--- config.mk ---
export PLATFORM = sky130hd
export DESIGN_NAME = mem_ctrl
export DESIGN_NICKNAME = d
export VERILOG_FILES = /design/src/rtl/mem_ctrl.sv
export SDC_FILE = /design/constraint.sdc
export NUM_CORES = 1
export LEC_CHECK = 0
export CAP_MARGIN = 30
export CORE_UTILIZATION = 37
export DETAILED_ROUTE_END_ITERATION = 8
export PLACE_DENSITY = 0.66
export SYNTH_ARGS = -nofsm -noshare
export SYNTH_HDL_FRONTEND = slang
export SYNTH_SLANG_ARGS = --single-unit
--- constraint.sdc ---
create_clock -name clk_in -period 2.7 [get_ports clk_in]
set_clock_uncertainty 0.15 [all_clocks]
set_input_delay 0.405 -clock clk_in [delete_from_list [all_inputs] [get_ports clk_in]]
set_output_delay 0.405 -clock clk_in [all_outputs]
set_load 0.02 [all_outputs]
--- src/rtl/mem_ctrl.sv ---
// mem_ctrl: byte-wide RAM controller serving an instruction fetch port and a data load/store port.
// Ports: clk_in, rst_in (async, active-low); if_req_in/if_addr_in -> if_done_out/if_inst_out;
//   mem_req_in/mem_we_in/mem_addr_in/mem_wdata_in/mem_size_in -> mem_done_out/mem_rdata_out;
//   if_stall_req_out/mem_stall_req_out stall requests; ram_addr_out/ram_wr_out/ram_dout_out/ram_din_in
//   byte RAM port (1-cycle read latency); misalign_out misaligned data access flag.
// Optional: define MEMCTRL_ALIGN_CHECK_EN to reject misaligned data accesses without touching RAM.
module mem_ctrl (
  input  logic        clk_in,
  input  logic        rst_in,
  input  logic        if_req_in,
  input  logic [31:0] if_addr_in,
  output logic        if_done_out,
  output logic [31:0] if_inst_out,
  input  logic        mem_req_in,
  input  logic        mem_we_in,
  input  logic [31:0] mem_addr_in,
  input  logic [31:0] mem_wdata_in,
  input  logic [1:0]  mem_size_in,
  output logic        mem_done_out,
  output logic [31:0] mem_rdata_out,
  output logic        if_stall_req_out,
  output logic        mem_stall_req_out,
  output logic [31:0] ram_addr_out,
  output logic        ram_wr_out,
  output logic [7:0]  ram_dout_out,
  input  logic [7:0]  ram_din_in,
  output logic        misalign_out
);
  localparam logic [2:0] IDLE = 3'd0, IF_RD = 3'd1, MEM_RD = 3'd2, MEM_WR = 3'd3, DONE = 3'd4;
  logic [2:0] state, cnt, len, mem_len;
  logic [31:0] base, wdata, acc, acc_nxt;
  logic is_if, mis_q, mis, act;
  logic [1:0] km1;
`ifdef MEMCTRL_ALIGN_CHECK_EN
  assign mis = (mem_size_in == 2'd1 && mem_addr_in[0]) || (mem_size_in[1] && mem_addr_in[1:0] != 2'd0);
`else
  assign mis = 1'b0;
`endif
  assign mem_len = mem_size_in == 2'd0 ? 3'd1 : mem_size_in == 2'd1 ? 3'd2 : 3'd4;
  assign act = state == IF_RD || state == MEM_RD || state == MEM_WR;
  // RAM data arrives one cycle after its address, so the byte landing at count k belongs to address k-1
  assign km1 = cnt[1:0] - 2'd1;
  always_comb begin
    acc_nxt = acc;
    acc_nxt[{km1, 3'b000} +: 8] = ram_din_in;
  end
  assign ram_addr_out = act ? base + {29'd0, cnt} : 32'd0;
  assign ram_wr_out = state == MEM_WR;
  assign ram_dout_out = ram_wr_out ? wdata[{cnt[1:0], 3'b000} +: 8] : 8'd0;
  assign if_done_out = state == DONE && is_if;
  assign mem_done_out = state == DONE && !is_if;
  assign misalign_out = state == DONE && mis_q;
  // gated by reset so every output reads 0 while reset is held
  assign if_stall_req_out = rst_in && if_req_in && !if_done_out;
  assign mem_stall_req_out = rst_in && mem_req_in && !mem_done_out;
  always_ff @(posedge clk_in or negedge rst_in) begin
    if (!rst_in) begin
      state <= IDLE;
      cnt <= '0;
      len <= '0;
      base <= '0;
      wdata <= '0;
      acc <= '0;
      is_if <= 1'b0;
      mis_q <= 1'b0;
      if_inst_out <= '0;
      mem_rdata_out <= '0;
    end else begin
      case (state)
        IDLE:
          if (mem_req_in) begin
            is_if <= 1'b0;
            base <= mem_addr_in;
            wdata <= mem_wdata_in;
            len <= mem_len;
            cnt <= '0;
            acc <= '0;
            mis_q <= mis;
            if (mis) mem_rdata_out <= '0;
            state <= mis ? DONE : mem_we_in ? MEM_WR : MEM_RD;
          end else if (if_req_in) begin
            is_if <= 1'b1;
            base <= if_addr_in;
            len <= 3'd4;
            cnt <= '0;
            acc <= '0;
            mis_q <= 1'b0;
            state <= IF_RD;
          end
        IF_RD, MEM_RD:
          if (state == IF_RD && !if_req_in) state <= IDLE;
          else begin
            cnt <= cnt + 3'd1;
            if (cnt != 3'd0) acc <= acc_nxt;
            if (cnt == len) begin
              state <= DONE;
              if (is_if) if_inst_out <= acc_nxt;
              else mem_rdata_out <= acc_nxt;
            end
          end
        MEM_WR:
          if (cnt == len - 3'd1) state <= DONE;
          else cnt <= cnt + 3'd1;
        default: state <= IDLE;
      endcase
    end
  end
endmodule
==> flow_summary.json, run 1 <==
{
  "placed_area_sq_um": 11400,
  "cts_buffer_depth": 2,
  "seqPwrFrac_pct": 28.1,
  "slowest_stage": "dfrtp_1",
  "synth_warnings": 0,
  "worstPathMaxFanout": 6,
  "cp.required_ns": 2.14,
  "grt_max_degree": 67,
  "maxCapViolations": 0,
  "drive_gt1_share_pct": 20.4,
  "clockRootBuffer": "clkbuf_16",
  "peakVddDrop_v": 0.000575,
  "worst_pin_slew_ns": 0.814,
  "htreeDepth": 4,
  "grt_antenna_before_repair": 1,
  "synth_cells": 839,
  "hold_class": "in -> reg",
  "drc_errors": 0,
  "firstDrtPassIters": 4,
  "routed_via_density": 4.98,
  "overflow": 0,
  "ant_nets": 0,
  "num_io_pins": 221,
  "syn_area_sq_um": 8520,
  "dieArea_sq_um": 23600,
  "path_cells": "ha_4 > buf_6 > a211oi_4 > nor3_4 > buf_12 > buf_12 > and3_4 > xnor2_2 > nor2_1 > buf_4",
  "ys_seq_area_share_pct": 49.9,
  "crit_top_cell": "buf_12",
  "num_rows": 55,
  "max_freq_mhz": 340,
  "synth_cell_types": 56,
  "grt.total_usage_pct": 19.6,
  "critPathCaptureType": "output port",
  "clk_transition_reported_paths_ns": 0.06,
  "wl_microns": 22700,
  "fin_crit_ns": 2.94,
  "period_share_pct": 109,
  "detail_route.wl_per_cell_microns": 16.2,
  "power_frac_comb_pct": 55.1,
  "synth_edf_count": 0,
  "setup_violations": 35,
  "placed_cells": 1359,
  "place_ws_ns": -0.470,
  "crit_type": "reg -> out",
  "drv_slew": 0,
  "avgSynthCellArea_sq_um": 10.2,
  "clock-sinks": 170,
  "rsz0062_at_grt": "yes",
  "violations": "negative setup slack",
  "place.gp.congestion": 0.776,
  "worst_skew_pair.late_latency_ns": 0.43,
  "final_area_sq_um": 12300,
  "vias": 7010,
  "p_int_mw": 8.62,
  "hpwl_microns": 15800,
  "status": "finished, violations left",
  "power_density_nw_per_um2": 1190,
  "p_switching_mw": 5.95,
  "core_sq_um": 22600,
  "final_nets": 1232,
  "layoutNonFillerInstCount": 1408,
  "swShare_pct": 40.8,
  "setup_ws_ns": -0.243,
  "cts_buffers": 17,
  "drtIter0Drc": 322,
  "critPathLaunchType": "flip-flop",
  "finalHoldViolCount": 0,
  "dieHeight_microns": 154,
  "arrival_ns": 2.39,
  "grt_pass1_wl_microns": 36300,
  "io_buffers": 219,
  "power_leakage_nw": 5.70,
  "syn-num-nets": 961,
  "grt_pass1_vias": 6937,
  "start_util_pct": 37.6,
  "area_growth_pct": 44.2,
  "cts_tree": "built",
  "synth_seq_cells": 170,
  "yosys_most_used_dff": "dfrtp_1",
  "clkPwrFrac_pct": 16.9,
  "setup_tns_ns": -5.15,
  "die_w_microns": 154,
  "cpPeakStageDelay_ns": 0.43,
  "async_reset_ff_share_pct": 100,
  "maxSlewHeadroom_pct": 45.7,
  "power_mw": 14.6
}
layout make-up:
cell class	count	area, sq um
sequential	170	4250
inverter	37	139
tap	285	357
clock inverter	12	143
timing repair buffer	307	2900
multi-input combinational	577	4050
fill	2018	10400
antenna	1	2.50
clock buffer	19	443
synthesized netlist by cell type (11+ instances only):
master	number	area share, %
dfrtp_1	170	50
nand2_1	128	5.6
nor2_1	86	3.8
a21oi_1	64	3.8
mux2i_1	45	5.3
a22o_1	37	3.8
inv_1	36	1.6
clkbuf_1	32	1.4
nor2b_1	24	1.8
xor2_1	23	2.4
mux2_2	22	2.9
o21ai_0	22	1.3
mux2_4	18	3.2
nand3_1	11	0.65
nand4_1	11	0.81
what timing repair did:
item	CTS	global route
cloned	1	1
gates resized for setup	163	27
buffers inserted	8	9
endpoints found under the setup margin	68	67
pin swaps	34	21
hold buffers	1	0
hold endpoints to repair	42	0
worst max-delay path: cells and delay by family (launching register included):
family	cells	cell delay, ns
fa+ha+maj	1	0.19
simple gates	3	0.36
xor+xnor	1	0.12
flops	1	0.43
buf+inv	4	0.55
compound gates	1	0.31
power by group through the flow:
stage	Combinational [mW]	Clock [mW]	Sequential (mW)
detailed placement	7.76	0	4.11
floorplan	3.95	0	4.47
finish	8.02	2.46	4.09
global placement	7.69	0	4.08
CTS	7.79	2.51	4.08
global route	8.71	2.62	4.21
stage by stage:
| stage | hold WS (ns) | util (%) |
|---|---|---|
| finish | 0.227 | 54.3 |
| global route | 0.221 | 54.3 |
| CTS | 0.197 | 53.4 |
| detailed placement | 0.0400 | 50.3 |
| global placement | 0.0388 | 50.3 |
| floorplan | -0.0406 | - |
path summary, 6_finish.rpt:
check / startpoint / end / slack [ns] / depth (start not counted)
min in group asynchronous: rst_in / base[31] / 0.29 / 2
setup reg to reg: cnt[1] / mem_rdata_out[11] / 0.01 / 8
max in group asynchronous: rst_in / acc[6] / 0.45 / 4
hold reg to reg: wdata[23] / wdata[23] / 0.32 / 2
setup / recovery: cnt[0] / ram_addr_out[7] / -0.24 / 10
hold / removal: mem_req_in / state[1] / 0.23 / 3
placed cells by master (no fill, tap or decap), drive strengths merged, types with 24 or more instances in the layout:
master         instances
a21oi                 64
a22o                  37
buf                  116
clkdlybuf4s50        181
dfrtp                170
inv                   39
mux2                  40
mux2i                 45
nand2                128
nor2                  86
nor2b                 24
o21ai                 26
xor2                  24
sequential cells by signal, indices dropped and copies added (netlist names):
name / flops
mem_rdata_out: 32
state: 3
if_inst_out: 32
base: 32
cnt: 3
acc: 32
is_if: 1
len: 3
wdata: 32
cell families after synthesis:
family	after synthesis	synth area share, %
AND/OR/NAND/NOR	298	16.0
flip-flops	170	49.9
AO/OA/AOI/OAI	142	10.5
multiplexers	93	13.5
buffers and inverters	92	4.85
XOR/XNOR	32	3.54
adder cells (fa/ha/maj)	11	1.70
other	1	0.0440
layer usage:
layer,part of all wire [%],GRT usage (%)
met3,5.4,5.19
met2,49,32.7
met1,45,25.5
met5,0,0
met4,1.1,4.24
No activity file was read; power rests on OpenSTA's default activity.
==> run 2, diff against run 1 <==
Settings changed: CTS_CLUSTER_DIAMETER set to 60, GPL_TIMING_DRIVEN set to 0.
==> run 2 against run 1 <==
Compared with the run above: the run still ends with negative setup slack left; design area is 0.62% lower; clock power is 11% higher; sequential cell count is the same; critical path depth is 2 lower; maximum frequency hardly changed; register-to-register slack better by 0.06 ns; worst setup slack worse by 0.0014 ns; via count down 0.78%; cell count decreased by 0.92%; critical path type unchanged; critical endpoint is now ram_addr_out[29].
==> flow_summary.json, run 2 (synthesized netlist as in run 1, its figures left out) <==
{
  "status": "finished, violations left",
  "violations": "negative setup slack",
  "crit_top_cell": "buf_4",
  "antenna_cells": 0,
  "clockRootBuffer": "clkbuf_16",
  "finalHoldViolCount": 0,
  "fin_crit_ns": 2.94,
  "setup_tns_ns": -4.16,
  "place.gp.congestion": 0.794,
  "cpPeakStageDelay_ns": 0.45,
  "hold_ws_ns": 0.204,
  "path_cells": "ha_4 > a211oi_4 > nor3_2 > buf_4 > nand4_1 > or3_1 > a21oi_2 > buf_4",
  "cts_buffers": 17,
  "r2r_end": "mem_rdata_out[19]",
  "grt_pass1_vias": 6941,
  "slowest_stage": "dfrtp_2",
  "layout_common_cells": "clkdlybuf4s50_1, dfrtp_1, nand2_1",
  "placed_area_sq_um": 11000,
  "setup_violations": 28,
  "period_share_pct": 109,
  "cp.required_ns": 2.14,
  "clk_transition_reported_paths_ns": 0.06,
  "worstPathMaxFanout": 3,
  "crit_family": "simple AND/OR/NAND/NOR gates",
  "peakVddDrop_v": 0.000575,
  "htreeDepth": 4,
  "power_mw": 14.8,
  "routed_via_density": 4.99,
  "dieArea_sq_um": 23600,
  "critPathCaptureType": "output port",
  "power_density_nw_per_um2": 1210,
  "rsz0062_at_grt": "yes",
  "hpwl_microns": 16400,
  "final_nets": 1219,
  "crit_type": "reg -> out",
  "critPathLaunchType": "flip-flop",
  "firstDrtPassIters": 5,
  "drc_errors": 0,
  "worst-path-buf-inv": 2,
  "final_area_sq_um": 12200,
  "area_growth_pct": 43.3,
  "max_freq_mhz": 340,
  "start_util_pct": 37.6,
  "worst-r2r-setup-slack_ns": 0.07,
  "worst_skew_pair.late_latency_ns": 0.42,
  "overflow": 0,
  "clock-sinks": 170,
  "arrival_ns": 2.39,
  "holdPathEnd": "acc[23]",
  "layout_commonest_cell": "clkdlybuf4s50_1",
  "detail_route.wl_per_cell_microns": 16.8,
  "num_rows": 55,
  "maxCapViolations": 0,
  "drtIter0Drc": 336,
  "wl_microns": 23400,
  "worst_pin_slew_ns": 0.678,
  "power_leakage_nw": 5.67,
  "min_from": "ram_din_in[7]",
  "r2r_cells": 8,
  "core_sq_um": 22600,
  "drive_gt1_share_pct": 20.4,
  "drv_slew": 0,
  "vias": 6955,
  "io_buffers": 211,
  "maxSlewHeadroom_pct": 54.8,
  "fin_util_pct": 53.9,
  "grt_antenna_before_repair": 0,
  "setup_ws_ns": -0.244,
  "num_io_pins": 221,
  "die_w_microns": 154,
  "dieHeight_microns": 154,
  "grt_max_degree": 100,
  "worstReg2RegStart": "cnt[0]",
  "cts_buffer_depth": 2,
  "hold_class": "in -> reg",
  "ant_nets": 0,
  "grt.total_usage_pct": 19.9,
  "grt_pass1_wl_microns": 37000,
  "hold_path_depth": 2,
  "cts_tree": "built"
}
-- run 2: cell types whose count changed in the layout (fill, tap and decap cells not counted), moves of 6 or more --
cell	previous run	this run
clkdlybuf4s50_1	181	166
buf_4	93	52
buf_1	0	6
nor2_2	0	7
clkbuf_2	2	16
nor2_1	84	78
clkbuf_1	1	14
-- run 2: layer usage --
| layer | wire length [microns] | GRT usage, % | share of wire (%) | vias up |
|---|---|---|---|---|
| li1 | - | - | - | 3370 |
| met1 | 10400 | 26.1 | 44 | 3387 |
| met2 | 11400 | 32.5 | 49 | 182 |
| met3 | 1310 | 5.52 | 5.6 | 16 |
| met4 | 247 | 5.19 | 1.1 | 0 |
| met5 | 0 | 0 | 0 | - |
-- run 2: power breakdown --
| group | internal (mW) | total [mW] | switching, mW | leakage (nW) |
|---|---|---|---|---|
| sequential | 3.50 | 4.24 | 0.742 | 2.17 |
| combinational | 3.54 | 7.79 | 4.24 | 3.18 |
| clock | 1.68 | 2.74 | 1.06 | 0.319 |
-- run 2: worst reg2reg max path, cell delays in order, from the launching register on --
cell       delay [ns]
dfrtp_2          0.45
buf_4            0.21
xor2_2           0.17
or3_4            0.37
or2_1            0.23
or3_1            0.32
buf_6            0.17
clkbuf_16        0.17
mux2_4           0.29
-- run 2: final cells by class --
cell class / instances / area, sq um
Tap cell: 285 / 357
Fill cell: 2031 / 10400
Buffer: 47 / 294
Sequential cell: 170 / 4260
Inverter: 37 / 141
Timing Repair Buffer: 246 / 2410
Multi-Input combinational cell: 578 / 4090
Clock buffer: 19 / 443
Clock inverter: 13 / 211
-- run 2: how the worst max path moves through the flow --
stage,from,endpoint,slack [ns],depth (start not counted)
after floorplan,cnt[1],acc[24],0.03,7
after global placement,rst_in,base[21],-6.09,1
after detailed placement,cnt[1],ram_addr_out[31],-0.79,8
after CTS,cnt[1],ram_addr_out[29],-0.25,8
after global routing,cnt[0],ram_addr_out[12],-0.35,9
final,cnt[1],ram_addr_out[29],-0.24,8
-- run 2: repair_timing --
item | in CTS | in global routing
cloned | 2 | 3
resized for setup | 209 | 58
pin swaps | 33 | 35
endpoints found under the hold margin | 98 | 98
buffers inserted | 22 | 9
endpoints found under the setup margin | 141 | 93
-- run 2: stage by stage --
step / cells / setup WS (ns)
floorplan: 839 / 0.0258
global placement: 1335 / -6.09
detailed placement: 1336 / -0.788
CTS: 1385 / -0.246
global route: 1395 / -0.349
finish: 1395 / -0.244
==> run 3, diff against run 2 <==
Settings changed: GPL_TIMING_DRIVEN 0 to unset, PLACE_DENSITY 0.66 to 0.63, SKIP_LAST_GASP set to 1.
Clock period 2.7 ns to 3.1 ns, I/O delays scaled along.
==> run 3 against run 2 <==
Compared with the run above: the run now ends clean; sequential cell count unchanged; via count decreased by 2.7%; non-clock buffer count decreased by 25; clock power decreased by 20%; cell count decreased by 1.8%; sequential share of layout area increased by 0.90 points; worst hold slack improved by 0.10 ns; total power decreased by 17%; register-to-register slack improved by 0.18 ns; die area unchanged; global-route usage decreased by 0.26 points.
==> flow_summary.json, run 3 (synthesized netlist as in run 1, its figures left out) <==
{
  "start_util_pct": 37.6,
  "worstPathMaxFanout": 5,
  "drtIter0Drc": 280,
  "drv_slew": 0,
  "clock-sinks": 170,
  "maxSlewHeadroom_pct": 44.4,
  "place.gp.congestion": 0.790,
  "worstReg2RegStart": "cnt[1]",
  "dieArea_sq_um": 23600,
  "clk_transition_reported_paths_ns": 0.07,
  "grt.total_usage_pct": 19.7,
  "setup_violations": 0,
  "cts_tree": "built",
  "detail_route.wl_per_cell_microns": 16.3,
  "wl_microns": 22300,
  "power_leakage_nw": 5.48,
  "n_fill_cell": 2069,
  "core_sq_um": 22600,
  "vias": 6767,
  "overflow": 0,
  "crit_type": "reg -> out",
  "routed_via_density": 4.94,
  "grt_max_degree": 69,
  "grt_pass1_wl_microns": 36500,
  "clkPwrFrac_pct": 17.9,
  "area_growth_pct": 39.5,
  "ant_nets": 0,
  "peakVddDrop_v": 0.000454,
  "num_rows": 55,
  "period_share_pct": 99.2,
  "final_nets": 1193,
  "cp.required_ns": 2.48,
  "cts_buffer_depth": 2,
  "rsz0062_at_grt": "yes",
  "arrival_ns": 2.46,
  "r2r_cells": 8,
  "power_frac_comb_pct": 52.3,
  "r2r_end": "mem_rdata_out[24]",
  "critPathCaptureType": "output port",
  "status": "complete, no violations",
  "grt_pass1_vias": 6804,
  "critPathLaunchType": "flip-flop",
  "power_density_nw_per_um2": 1030,
  "p_int_mw": 7.11,
  "drive_gt1_share_pct": 17.0,
  "cts_buffers": 17,
  "worst-r2r-setup-slack_ns": 0.25,
  "swShare_pct": 41.7,
  "dieHeight_microns": 154,
  "layout_commonest_cell": "clkdlybuf4s50_1",
  "worst_skew_pair.late_latency_ns": 0.42,
  "maxCapViolations": 0,
  "hold_ws_ns": 0.304,
  "hold_class": "in -> async",
  "setup_tns_ns": 0,
  "crit_end": "ram_addr_out[27]",
  "grt_antenna_before_repair": 1,
  "io_buffers": 219,
  "p_switching_mw": 5.09,
  "layout_common_cells": "clkdlybuf4s50_1, dfrtp_1, nand2_1",
  "htreeDepth": 4,
  "seqPwrFrac_pct": 29.8,
  "firstDrtPassIters": 5,
  "cp-startpoint": "base[2]",
  "fin_crit_ns": 3.08,
  "worst_pin_slew_ns": 0.834,
  "hpwl_microns": 15800,
  "max_freq_mhz": 325,
  "num_io_pins": 221,
  "die_w_microns": 154,
  "finalHoldViolCount": 0,
  "clockRootBuffer": "clkbuf_16",
  "drc_errors": 0
}
==> run 3: stage by stage <==
step	instance area [sq um]	util, %	std cells	setup slack (ns)	total power, mW
floorplan	8520	-	839	0.209	7.31
global placement	11100	49.1	1327	-0.379	9.94
detailed placement	11100	49.2	1328	-0.215	10.0
CTS	11800	52.1	1366	-0.162	12.2
global route	11900	52.5	1369	-0.0918	13.1
finish	11900	52.5	1370	0.0237	12.2
==> run 3: timing repair <==
action,4_1_cts,5_1_grt
setup endpoints to repair,28,29
setup buffers,5,3
hold buffers,1,0
pin swaps,5,15
resized for setup,86,59
endpoints found under the hold margin,15,0
==> run 3: layout make-up <==
class | instances | area [sq um] | area share (%)
Multi-Input combinational cell | 577 | 4000 | 33.7
Clock buffer | 19 | 453 | 3.81
Inverter | 37 | 139 | 1.17
Clock inverter | 13 | 149 | 1.25
Sequential cell | 170 | 4250 | 35.8
Timing Repair Buffer | 268 | 2530 | 21.3
Antenna cell | 1 | 2.50 | 0.0211
Tap cell | 285 | 357 | 3.00
==> run 3: how the worst min path moves through the flow <==
stage	start	to	slack, ns	depth (start not counted)
2_1_floorplan	rst_in	acc[0]	0.02	0
3_3_place_gp	rst_in	cnt[1]	0.19	1
3_5_place_dp	rst_in	base[1]	0.19	1
4_1_cts	rst_in	base[22]	0.30	2
5_1_grt	rst_in	base[22]	0.31	2
6_report	rst_in	base[16]	0.30	2
==> run 3: power by group through the flow <==
stage | combinational [mW] | sequential (mW) | clock (mW)
after floorplan | 3.42 | 3.89 | 0
after global placement | 6.31 | 3.64 | 0
after detailed placement | 6.37 | 3.65 | 0
after CTS | 6.34 | 3.62 | 2.24
after global routing | 6.98 | 3.75 | 2.33
final | 6.38 | 3.63 | 2.19
==> run 3: routing by layer <==
metal | vias up | wire length (microns) | track usage (%) | share of wire, %
met2 | 185 | 10700 | 32.3 | 48
met4 | 0 | 194 | 4.71 | 0.87
met1 | 3254 | 9960 | 25.5 | 45
met3 | 14 | 1490 | 5.75 | 6.7
li1 | 3314 | - | - | -
met5 | - | 0 | 0 | 0
==> run 3: worst max-delay path: stages (launching register included) <==
cell	delay (ns)
dfrtp_1	0.42
ha_4	0.30
buf_4	0.12
nor2_1	0.06
nor3_2	0.10
buf_4	0.16
buf_4	0.13
nand3_4	0.08
or3_4	0.38
a21oi_2	0.13
buf_4	0.15
